$ cat src/rtl/serial_to_parallel_rx.sv
// Serial-to-parallel receiver: assembles MSB- or LSB-first bit streams into a
// WIDTH-bit word and offers it on a valid/ready handshake, flagging overrun.
module serial_to_parallel_rx #(
  parameter int unsigned WIDTH = 8
) (
  input  logic             clk,
  input  logic             reset_n,
  input  logic             start,
  input  logic             lsb_first,
  input  logic             bit_valid,
  input  logic             serial_in,
  input  logic             out_ready,
  output logic [WIDTH-1:0] data_out,
  output logic             out_valid,
  output logic             busy,
  output logic             overrun
);

  localparam int unsigned CW = $clog2(WIDTH);

  typedef enum logic [1:0] {
    IDLE = 2'd0,
    RECV = 2'd1,
    FULL = 2'd2
  } state_e;

  state_e           state_q, state_d;
  logic [WIDTH-1:0] sr_q, sr_d;
  logic [WIDTH-1:0] data_q, data_d;
  logic [CW-1:0]    cnt_q, cnt_d;
  logic             dir_q, dir_d;
  logic             valid_q, valid_d;
  logic             busy_q, busy_d;
  logic             ovr_q, ovr_d;
  logic [WIDTH-1:0] shifted;
  logic             do_start;

  // Next-state and output computation
  always_comb begin
    state_d  = state_q;
    sr_d     = sr_q;
    data_d   = data_q;
    cnt_d    = cnt_q;
    dir_d    = dir_q;
    valid_d  = valid_q;
    ovr_d    = ovr_q;
    do_start = 1'b0;
    shifted  = dir_q ? {serial_in, sr_q[WIDTH-1:1]} : {sr_q[WIDTH-2:0], serial_in};

    case (state_q)
      IDLE: begin
        do_start = start;
      end
      RECV: begin
        if (start) begin
          do_start = 1'b1;
        end else if (bit_valid) begin
          sr_d = shifted;
          if (cnt_q == CW'(WIDTH - 1)) begin
            data_d  = shifted;
            valid_d = 1'b1;
            cnt_d   = '0;
            state_d = FULL;
          end else begin
            cnt_d = cnt_q + CW'(1);
          end
        end
      end
      FULL: begin
        if (out_ready) begin
          valid_d  = 1'b0;
          state_d  = IDLE;
          do_start = start;
        end else if (bit_valid) begin
          ovr_d = 1'b1;
        end
      end
      default: begin
        state_d = IDLE;
      end
    endcase

    // A start that is acted on opens a fresh frame from any state
    if (do_start) begin
      dir_d   = lsb_first;
      sr_d    = '0;
      cnt_d   = '0;
      ovr_d   = 1'b0;
      state_d = RECV;
    end

    busy_d = (state_d == RECV);
  end

  always_ff @(posedge clk or negedge reset_n) begin
    if (!reset_n) begin
      state_q <= IDLE;
      sr_q    <= '0;
      data_q  <= '0;
      cnt_q   <= '0;
      dir_q   <= 1'b0;
      valid_q <= 1'b0;
      busy_q  <= 1'b0;
      ovr_q   <= 1'b0;
    end else begin
      state_q <= state_d;
      sr_q    <= sr_d;
      data_q  <= data_d;
      cnt_q   <= cnt_d;
      dir_q   <= dir_d;
      valid_q <= valid_d;
      busy_q  <= busy_d;
      ovr_q   <= ovr_d;
    end
  end

  assign data_out  = data_q;
  assign out_valid = valid_q;
  assign busy      = busy_q;
  assign overrun   = ovr_q;

endmodule

$ cat config.mk
export PLATFORM = sky130hd
export DESIGN_NAME = serial_to_parallel_rx
export DESIGN_NICKNAME = d
export VERILOG_FILES = /design/src/rtl/serial_to_parallel_rx.sv
export SDC_FILE = /design/constraint.sdc
export NUM_CORES = 1
export LEC_CHECK = 0
export CORE_MARGIN = 5
export CORE_UTILIZATION = 47
export CTS_CLUSTER_SIZE = 14
export DETAILED_ROUTE_END_ITERATION = 7
export PLACE_DENSITY_LB_ADDON = 0.2
export RECOVER_POWER = 50
export SKIP_CTS_REPAIR_TIMING = 1
export SLEW_MARGIN = 10
export SYNTH_ARGS = -nofsm -noshare
export SYNTH_HDL_FRONTEND = slang
export SYNTH_SLANG_ARGS = --single-unit
$ cat constraint.sdc
create_clock -name clk -period 1.5 [get_ports clk]
set_clock_uncertainty 0.1 [all_clocks]
set_input_delay 0.15 -clock clk [delete_from_list [all_inputs] [get_ports clk]]
set_output_delay 0.15 -clock clk [all_outputs]
set_load 0.01 [all_outputs]
==> results of run 1 <==
[power by group]
group          leakage (nW)  internal [mW]  total, mW  switching [mW]
logic                 0.550         0.0583      0.106          0.0480
clock network        0.0177          0.100      0.297           0.197
registers             0.328          0.683      0.696          0.0134
total                 0.896          0.841       1.10           0.258
[cell type report]
class / instances / share of cell area [%]
clock inverters: 1 / 0.315
clock buffers: 3 / 1.42
flip-flops and latches: 25 / 39.4
multi-input cells: 59 / 35.0
repair buffers: 32 / 20.9
well taps: 30 / 2.36
inverters: 2 / 0.472
[cell usage after synthesis]
| master | number | area share, % |
|---|---|---|
| buf_12 | 1 | 1.7 |
| nand2_1 | 3 | 0.96 |
| nand2b_1 | 1 | 0.53 |
| a21o_1 | 1 | 0.64 |
| mux2_1 | 1 | 0.96 |
| a21o_2 | 1 | 0.74 |
| a21oi_1 | 1 | 0.43 |
| and4bb_4 | 1 | 1.4 |
| a211oi_2 | 1 | 1.1 |
| a21boi_2 | 1 | 0.96 |
| nor4b_2 | 1 | 1.3 |
| mux2i_1 | 12 | 10 |
| nor2_4 | 1 | 0.96 |
| mux2_2 | 14 | 13 |
| nor2_1 | 12 | 3.8 |
| dfrtp_1 | 25 | 53 |
| nor2b_1 | 2 | 1.1 |
| buf_4 | 1 | 0.64 |
| inv_1 | 2 | 0.64 |
| buf_6 | 1 | 0.96 |
| ha_1 | 2 | 2.1 |
| o211ai_1 | 1 | 0.64 |
| o21ai_0 | 3 | 1.3 |
| buf_2 | 1 | 0.43 |
[path summary, 6_finish.rpt]
path                                to
max in group asynchronous   state_q[1]
min in group clk                 dir_q
hold reg to reg              out_valid
setup reg to reg           data_out[0]
setup / recovery           data_out[0]
hold / removal                 sr_q[6]
[state kept, by name, summed over array words and instances, names as in the netlist]
signal     cells
overrun        1
cnt_q          3
state_q        2
out_valid      1
busy           1
dir_q          1
sr_q           8
data_out       8
[metrics by stage]
| stage | instance area, µm² | TNS, ns | util (%) |
|---|---|---|---|
| floorplan | 1180 | -1.04 | - |
| global placement | 1440 | -3.05 | 59.0 |
| detailed placement | 1440 | -3.53 | 59.0 |
| CTS | 1460 | -2.21 | 60.1 |
| global route | 1590 | -2.96 | 65.3 |
| finish | 1590 | -2.33 | 65.3 |
[layer usage]
layer / up-vias / GRT usage (%)
li1: 372 / -
met1: 382 / 15.8
met2: 17 / 22.8
met3: 4 / 3.89
met4: 0 / 5.70
met5: - / 0
[kinds of logic (layout without fill, tap and decap cells)]
logic type	count (synthesis)	in the layout
DFF	25	25
and+or+nand+nor	21	21
buffers and inverters	6	38
muxes	27	27
AOI/OAI and AO/OA	9	9
adders and majority gates	2	2
[critical path, cell delays in order, from the launching register on]
cell	delay [ns]
dfrtp_1	0.38
ha_2	0.19
ha_4	0.14
nand2_4	0.06
nor4b_4	0.32
buf_6	0.19
mux2_4	0.30
==> impl_metrics.toml, run 1 <==
[route]
wl_per_cell_um = 14.8
ant_nets = 0
wl_met2_mm = 1.14
via_per_inst = 5.10
m1WireLength_um = 951
drc = 0
dr.first_iter.drc_count = 25
dr.pass1.iters = 4
wl_mm = 2.25
highest_layer = "met4"
wl_met3_um = 112
vias = 775

[power]
p_per_area_nw_per_um2 = 692
peakVddDrop_uv = 846
power_leakage_nw = 0.896
finalPower_mw = 1.10

[setup_path]
r2r-start = "cnt_q[1]"
ff2ff_setup_slack_ns = -0.28
reg2reg_depth = 6
startpoint_type = "register"
criticalPathCategory = "reg2reg"
worstPathRequired_ns = 1.62
cp_data_arrival_time_ns = 1.90
critPathCaptureType = "register"
crit_start = "cnt_q[1]"
cp_max_fo = 5

[synth]
ys_ff_latch = 25
syn_nets = 99
synthAdderAreaFrac_pct = 2.13
yosysWarnings = 0
synthDistinctLibCells = 24
ys_seq_area_share_pct = 53.2
synth-simple-area-share_pct = 10.0
avgSynthCellArea_um2 = 13.1
syn_area_um2 = 1180
synth-xor-area-share_pct = 0
synth_top_family_by_area = "multiplexers"
synth_compound_area_share_pct = 5.74
synthMuxAreaShare_pct = 24.6
synthCells = 90

[finish]
mostFrequentLayoutCell = "dfrtp_1"
layout_common_cells = "dfrtp_1 (24), nor2_1 (12), mux2i_1 (12), dlymetal6s2s_1 (10), buf_4 (9)"
seqCellArea_um2 = 627
fill_cells = 205
nNetsFinal = 132
syn_to_final_growth_pct = 35.1
fin_cells = 152
multi_input_area_um2 = 557
antennaDiodeCount = 0
drive_gt1_share_pct = 35.2

[sta]
period_share_pct = 119
finalHoldViolCount = 0
setup_ws_ns = -0.279
tightest_slew_ns = 0.623
hold_ws_ns = 0.249
setup_viol = 10
fin_crit_ns = 1.78
rsz0062_at_grt = "true"
slew_headroom_pct = 58.5
fmax_ghz = 0.562
slew_viol_final = 0

[run_status]
violations = "negative setup slack"
status = "complete, but fails checks"

[placed_design]
port_buffers = 17
placedCellCount = 144
dp_slack_ns = -0.259
hpwl_mm = 1.52
finalWeightedCongestion = 0.745

[floorplan]
fp.dieW_um = 60.0
start_util_pct = 48.4
fp.dieH_um = 60.0
fp.coreArea_um2 = 2430
die_area_um2 = 3600
io_pins = 18
row_count = 18

[clocking]
numClockSinks = 25
cts_tree = "done"
clockBufferDepth = 2
clk_pin_slew_ns = 0.13
htree_levels = 1
cts_made_buffers = 3
cts-root-buf = "clkbuf_4"
worstSkewPairLatency_ns = 0.32

[global_routing]
grt_max_degree = 26
grt_pass1_vias = 769
overflow = 0
antenna_found_initial = 0
grtUsageTotal_pct = 13.5
grt_pass1_wl_mm = 3.51

[flow_run]
drv_cap = 0

[worst_hold_path]
holdCritPathClass = "in2async"
No activity file was read; power rests on OpenSTA's default activity.
==> run 2: changes to the inputs <==
Settings changed: SETUP_SLACK_MARGIN set to 0.2.
==> run 2 against run 1 <==
  * The flow still finishes with violations (negative setup slack)
  * Clock power about the same
  * Total power rose by 0.26%
  * Maximum frequency decreased by 1.2%
  * Cell count fell by 1.3%
  * Hold slack gained 0.0038 ns
  * Sequential power about the same
  * Core utilization fell by 0.51 points
  * Clock-buffer cell count stayed put
  * Via count is 0.52% higher
  * Global-route usage decreased by 0.40 points
  * Critical path type unchanged
==> impl_metrics.toml, run 2 (synthesis results as in run 1) <==
[placed_design]
hpwl_mm = 1.54
port_buffers = 17
finalWeightedCongestion = 0.732

[setup_path]
critPathCaptureType = "register"
worstPathRequired_ns = 1.61
crit_family = "flip-flops"
startpoint_type = "register"
critical_path_buf_inv_count = 1
cp_data_arrival_time_ns = 1.91
worst_path_max_delay_cell = "dfrtp_1"
crit_path_cell_trace = "ha_2 -> ha_4 -> nand2_4 -> nor4b_4 -> buf_4 -> mux2_4"
cp_max_fo = 4
crit_path_max_incr_delay_ns = 0.39
criticalPathCategory = "reg2reg"

[flow_run]
drv_cap = 0

[global_routing]
grtUsageMet3_pct = 2.16
grt_max_degree = 26
grt_pass1_vias = 817
grt_pass1_wl_mm = 3.56
antenna_found_initial = 0
grt_busiest_layer = "met2"
grtUsageTotal_pct = 13.1
overflow = 0
met1_usage_pct = 16.1
use_met2_pct = 23.3

[power]
p_clk_share_pct = 27.2
peakVddDrop_uv = 575
power_leakage_nw = 0.898
internal_power_uw = 840
p_switching_uw = 262
p_comb_share_pct = 9.6
swShare_pct = 23.8
p_seq_share_pct = 63.2
p_per_area_nw_per_um2 = 699

[sta]
slew_viol_final = 0
fin_crit_ns = 1.80
fmax_ghz = 0.555
period_share_pct = 120
tns_ns = -2.28
hold_ws_ns = 0.253
setup_ws_ns = -0.301
tightest_slew_ns = 0.606
rsz0062_at_grt = "true"
finalHoldViolCount = 0
setup_viol = 11
slew_headroom_pct = 59.6

[finish]
fill_cells = 192
seqCellArea_um2 = 628
drive_gt1_share_pct = 36.7
nNetsFinal = 130
mostFrequentLayoutCell = "dfrtp_1"
multi_input_area_um2 = 576
antennaDiodeCount = 0
syn_to_final_growth_pct = 34.0
layout_common_cells = "dfrtp_1 (23), nor2_1 (12), mux2i_1 (12), dlymetal6s2s_1 (11), buf_4 (10)"

[route]
via_per_inst = 5.19
vias = 779
wl_per_cell_um = 14.8
dr.pass1.iters = 3
ant_nets = 0
wl_mm = 2.22
dr.first_iter.drc_count = 19
drc = 0

[floorplan]
start_util_pct = 48.4
fp.dieH_um = 60.0
io_pins = 18
fp.dieW_um = 60.0
die_area_um2 = 3600
fp.coreArea_um2 = 2430
row_count = 18

[worst_hold_path]
holdCritPathClass = "in2async"

[clocking]
clk_pin_slew_ns = 0.14
numClockSinks = 25
worstSkewPairLatency_ns = 0.32
cts_tree = "done"
cts-root-buf = "clkbuf_4"
clockBufferDepth = 2
htree_levels = 1
cts_made_buffers = 3

[run_status]
status = "complete, but fails checks"
violations = "negative setup slack"
## run 2: final timing paths
kind / cells past startpoint / slack (ns) / start / endpoint
worst min-delay path: 2 / 0.25 / reset_n / sr_q[0]
worst max-delay path: 6 / -0.30 / cnt_q[1] / data_out[4]
min in group clk: 2 / 0.36 / lsb_first / dir_q
worst max register to register: 6 / -0.30 / cnt_q[1] / data_out[4]
worst min register to register: 1 / 0.39 / out_valid / out_valid
max in group asynchronous: 2 / 0.62 / reset_n / state_q[0]
## run 2: worst register-to-register path, delay by kind of cell (launching register included)
family,cells,cell delay (ns)
DFF,1,0.39
and+or+nand+nor,2,0.35
muxes,1,0.30
adders and majority gates,2,0.36
buffers and inverters,1,0.20
## run 2: layout make-up
type | count | share of cell area, %
flip-flops and latches | 25 | 39.8
multi-input cells | 59 | 36.5
repair buffers | 30 | 19.0
well taps | 30 | 2.38
clock buffers | 3 | 1.43
inverters | 2 | 0.476
clock inverters | 1 | 0.317
## run 2: metrics by stage
| stage | cell area [µm²] | cells | utilization (%) | setup WS (ns) | total power, mW |
|---|---|---|---|---|---|
| floorplan | 1180 | 90 | - | -0.149 | 0.767 |
| global placement | 1420 | 143 | 58.2 | -0.260 | 0.807 |
| detailed placement | 1420 | 143 | 58.2 | -0.287 | 0.809 |
| CTS | 1440 | 147 | 59.3 | -0.319 | 1.11 |
| global route | 1580 | 150 | 64.8 | -0.381 | 1.15 |
| finish | 1580 | 150 | 64.8 | -0.301 | 1.10 |
## run 2: per-layer routing
| layer | part of all wire [%] | wire length [µm] | vias to the layer above |
|---|---|---|---|
| met5 | 0 | 0 | - |
| met4 | 0.45 | 10 | 0 |
| met3 | 2.9 | 64 | 2 |
| met2 | 54 | 1190 | 11 |
| met1 | 43 | 955 | 397 |
| li1 | - | - | 369 |
## run 2: power groups by stage
| stage | registers, mW | clock network (mW) | logic [mW] |
|---|---|---|---|
| floorplan | 0.701 | 0 | 0.0658 |
| global placement | 0.708 | 0 | 0.0991 |
| detailed placement | 0.709 | 0 | 0.101 |
| CTS | 0.696 | 0.312 | 0.101 |
| global route | 0.698 | 0.338 | 0.116 |
| finish | 0.696 | 0.300 | 0.106 |
==> run 3: changes to the inputs <==
Settings changed: CAP_MARGIN set to 20, CORE_UTILIZATION 47 to 52.
Clock period 1.5 ns to 1.8 ns, I/O delays scaled along.
==> run 3 against run 2 <==
  * Die area is 8.0% lower
  * Hold slack better by 0.14 ns
  * Combinational power is 27% lower
  * Register-to-register slack better by 0.28 ns
  * Sequential share of layout area is 2.6 points higher
  * Clock-buffer cell count stayed put
  * Sequential power is 17% lower
  * Highest routed layer unchanged
  * Clock power is 19% lower
  * Non-clock buffer count is 6 lower
  * First-iteration DRC count is 58% lower
  * The flow still finishes with violations (negative setup slack)
==> impl_metrics.toml, run 3 (synthesis results as in run 1) <==
[run_status]
status = "complete, but fails checks"
violations = "negative setup slack"

[setup_path]
reg2reg_depth = 6
criticalPathCategory = "reg2reg"
worstPathRequired_ns = 1.91
crit_path_cell_trace = "ha_2 -> ha_4 -> nand2_4 -> nor4b_4 -> buf_4 -> mux2_4"
ff2ff_setup_slack_ns = -0.02
cp_max_fo = 5
crit_start = "cnt_q[0]"
critPathCaptureType = "register"
r2r-start = "cnt_q[0]"
cp_data_arrival_time_ns = 1.93
crit_path_max_incr_delay_ns = 0.40
crit-reg2reg-capture = "data_out[0]"
worst_path_max_delay_cell = "dfrtp_1"
critPathCapture = "data_out[0]"
startpoint_type = "register"

[clocking]
cts_made_buffers = 3
cts-root-buf = "clkbuf_4"
clk_pin_slew_ns = 0.13
cts_tree = "done"
htree_levels = 1
clockBufferDepth = 2
numClockSinks = 25
worstSkewPairLatency_ns = 0.31

[global_routing]
grtUsageTotal_pct = 13.1
overflow = 0
antenna_found_initial = 0
grt_pass1_wl_mm = 3.41
grt_max_degree = 26
grt_pass1_vias = 790

[floorplan]
fp.dieH_um = 57.6
fp.coreArea_um2 = 2190
io_pins = 18
start_util_pct = 53.7
fp.dieW_um = 57.6
die_area_um2 = 3310
row_count = 17

[power]
finalPower_uw = 899
peakVddDrop_uv = 545
power_leakage_nw = 0.678
p_per_area_nw_per_um2 = 610

[sta]
fin_crit_ns = 1.82
tightest_slew_ns = 1.31
period_share_pct = 101
setup_ws_ns = -0.0173
tns_ns = -0.0367
setup_viol = 5
rsz0062_at_grt = "true"
slew_viol_final = 0
finalHoldViolCount = 0
fmax_ghz = 0.550
slew_headroom_pct = 12.4

[route]
wl_per_cell_um = 15.5
dr.pass1.iters = 4
drc = 0
dr.first_iter.drc_count = 8
ant_nets = 0
wl_mm = 2.20
vias = 773
via_per_inst = 5.44

[placed_design]
finalWeightedCongestion = 0.740
port_buffers = 17
hpwl_mm = 1.40
dp_slack_ns = 0.0218

[finish]
mostFrequentLayoutCell = "dfrtp_1"
layout_common_cells = "dfrtp_1 (25), clkdlybuf4s50_1 (17), nor2_1 (12), mux2i_1 (12)"
drive_gt1_share_pct = 28.9
nNetsFinal = 124
syn_to_final_growth_pct = 25.4
antennaDiodeCount = 0
fill_cells = 169
multi_input_area_um2 = 557
final_util_pct = 67.3
seqCellArea_um2 = 626

[worst_hold_path]
hold_path_startpoint = "lsb_first"
holdCritPathClass = "in2reg"

[flow_run]
drv_cap = 0
[run 3: final cells by class]
| cell class | count | share of cell area (%) |
|---|---|---|
| timing repair buffer | 24 | 15.1 |
| sequential | 25 | 42.4 |
| clock buffer | 3 | 1.53 |
| tap | 28 | 2.37 |
| multi-input combinational | 59 | 37.7 |
| inverter | 2 | 0.509 |
| clock inverter | 1 | 0.339 |
[run 3: per-stage QoR]
stage	area (µm²)	cells	hold WS, ns
floorplan	1180	90	-0.216
CTS	1400	139	0.108
finish	1480	142	0.392
global placement	1370	135	0.366
detailed placement	1370	135	0.378
global route	1480	142	0.385
[run 3: routing by layer]
layer	GRT usage, %	wire (µm)
met4	4.97	16
met1	16.8	941
met5	0	0
met3	2.71	78
met2	21.6	1160
[run 3: report_power, final]
| part | internal [mW] | switching (mW) |
|---|---|---|
| clock network | 0.0829 | 0.159 |
| registers | 0.569 | 0.0118 |
| logic | 0.0400 | 0.0369 |
| total | 0.692 | 0.207 |
[run 3: critical path: cells and delay by family, from the launching register on]
family                   cells  cell delay [ns]
AND/OR/NAND/NOR              2             0.36
adder cells (fa/ha/maj)      2             0.35
flip-flops                   1             0.40
buffers and inverters        1             0.21
multiplexers                 1             0.30
[run 3: worst min-delay path by stage]
stage                      endpoint  cells past startpoint  slack (ns)
after global routing          dir_q                      2        0.39
after CTS                   sr_q[3]                      2        0.11
after global placement    out_valid                      1        0.37
after floorplan                busy                      0       -0.22
final                         dir_q                      2        0.39
after detailed placement  out_valid                      1        0.38
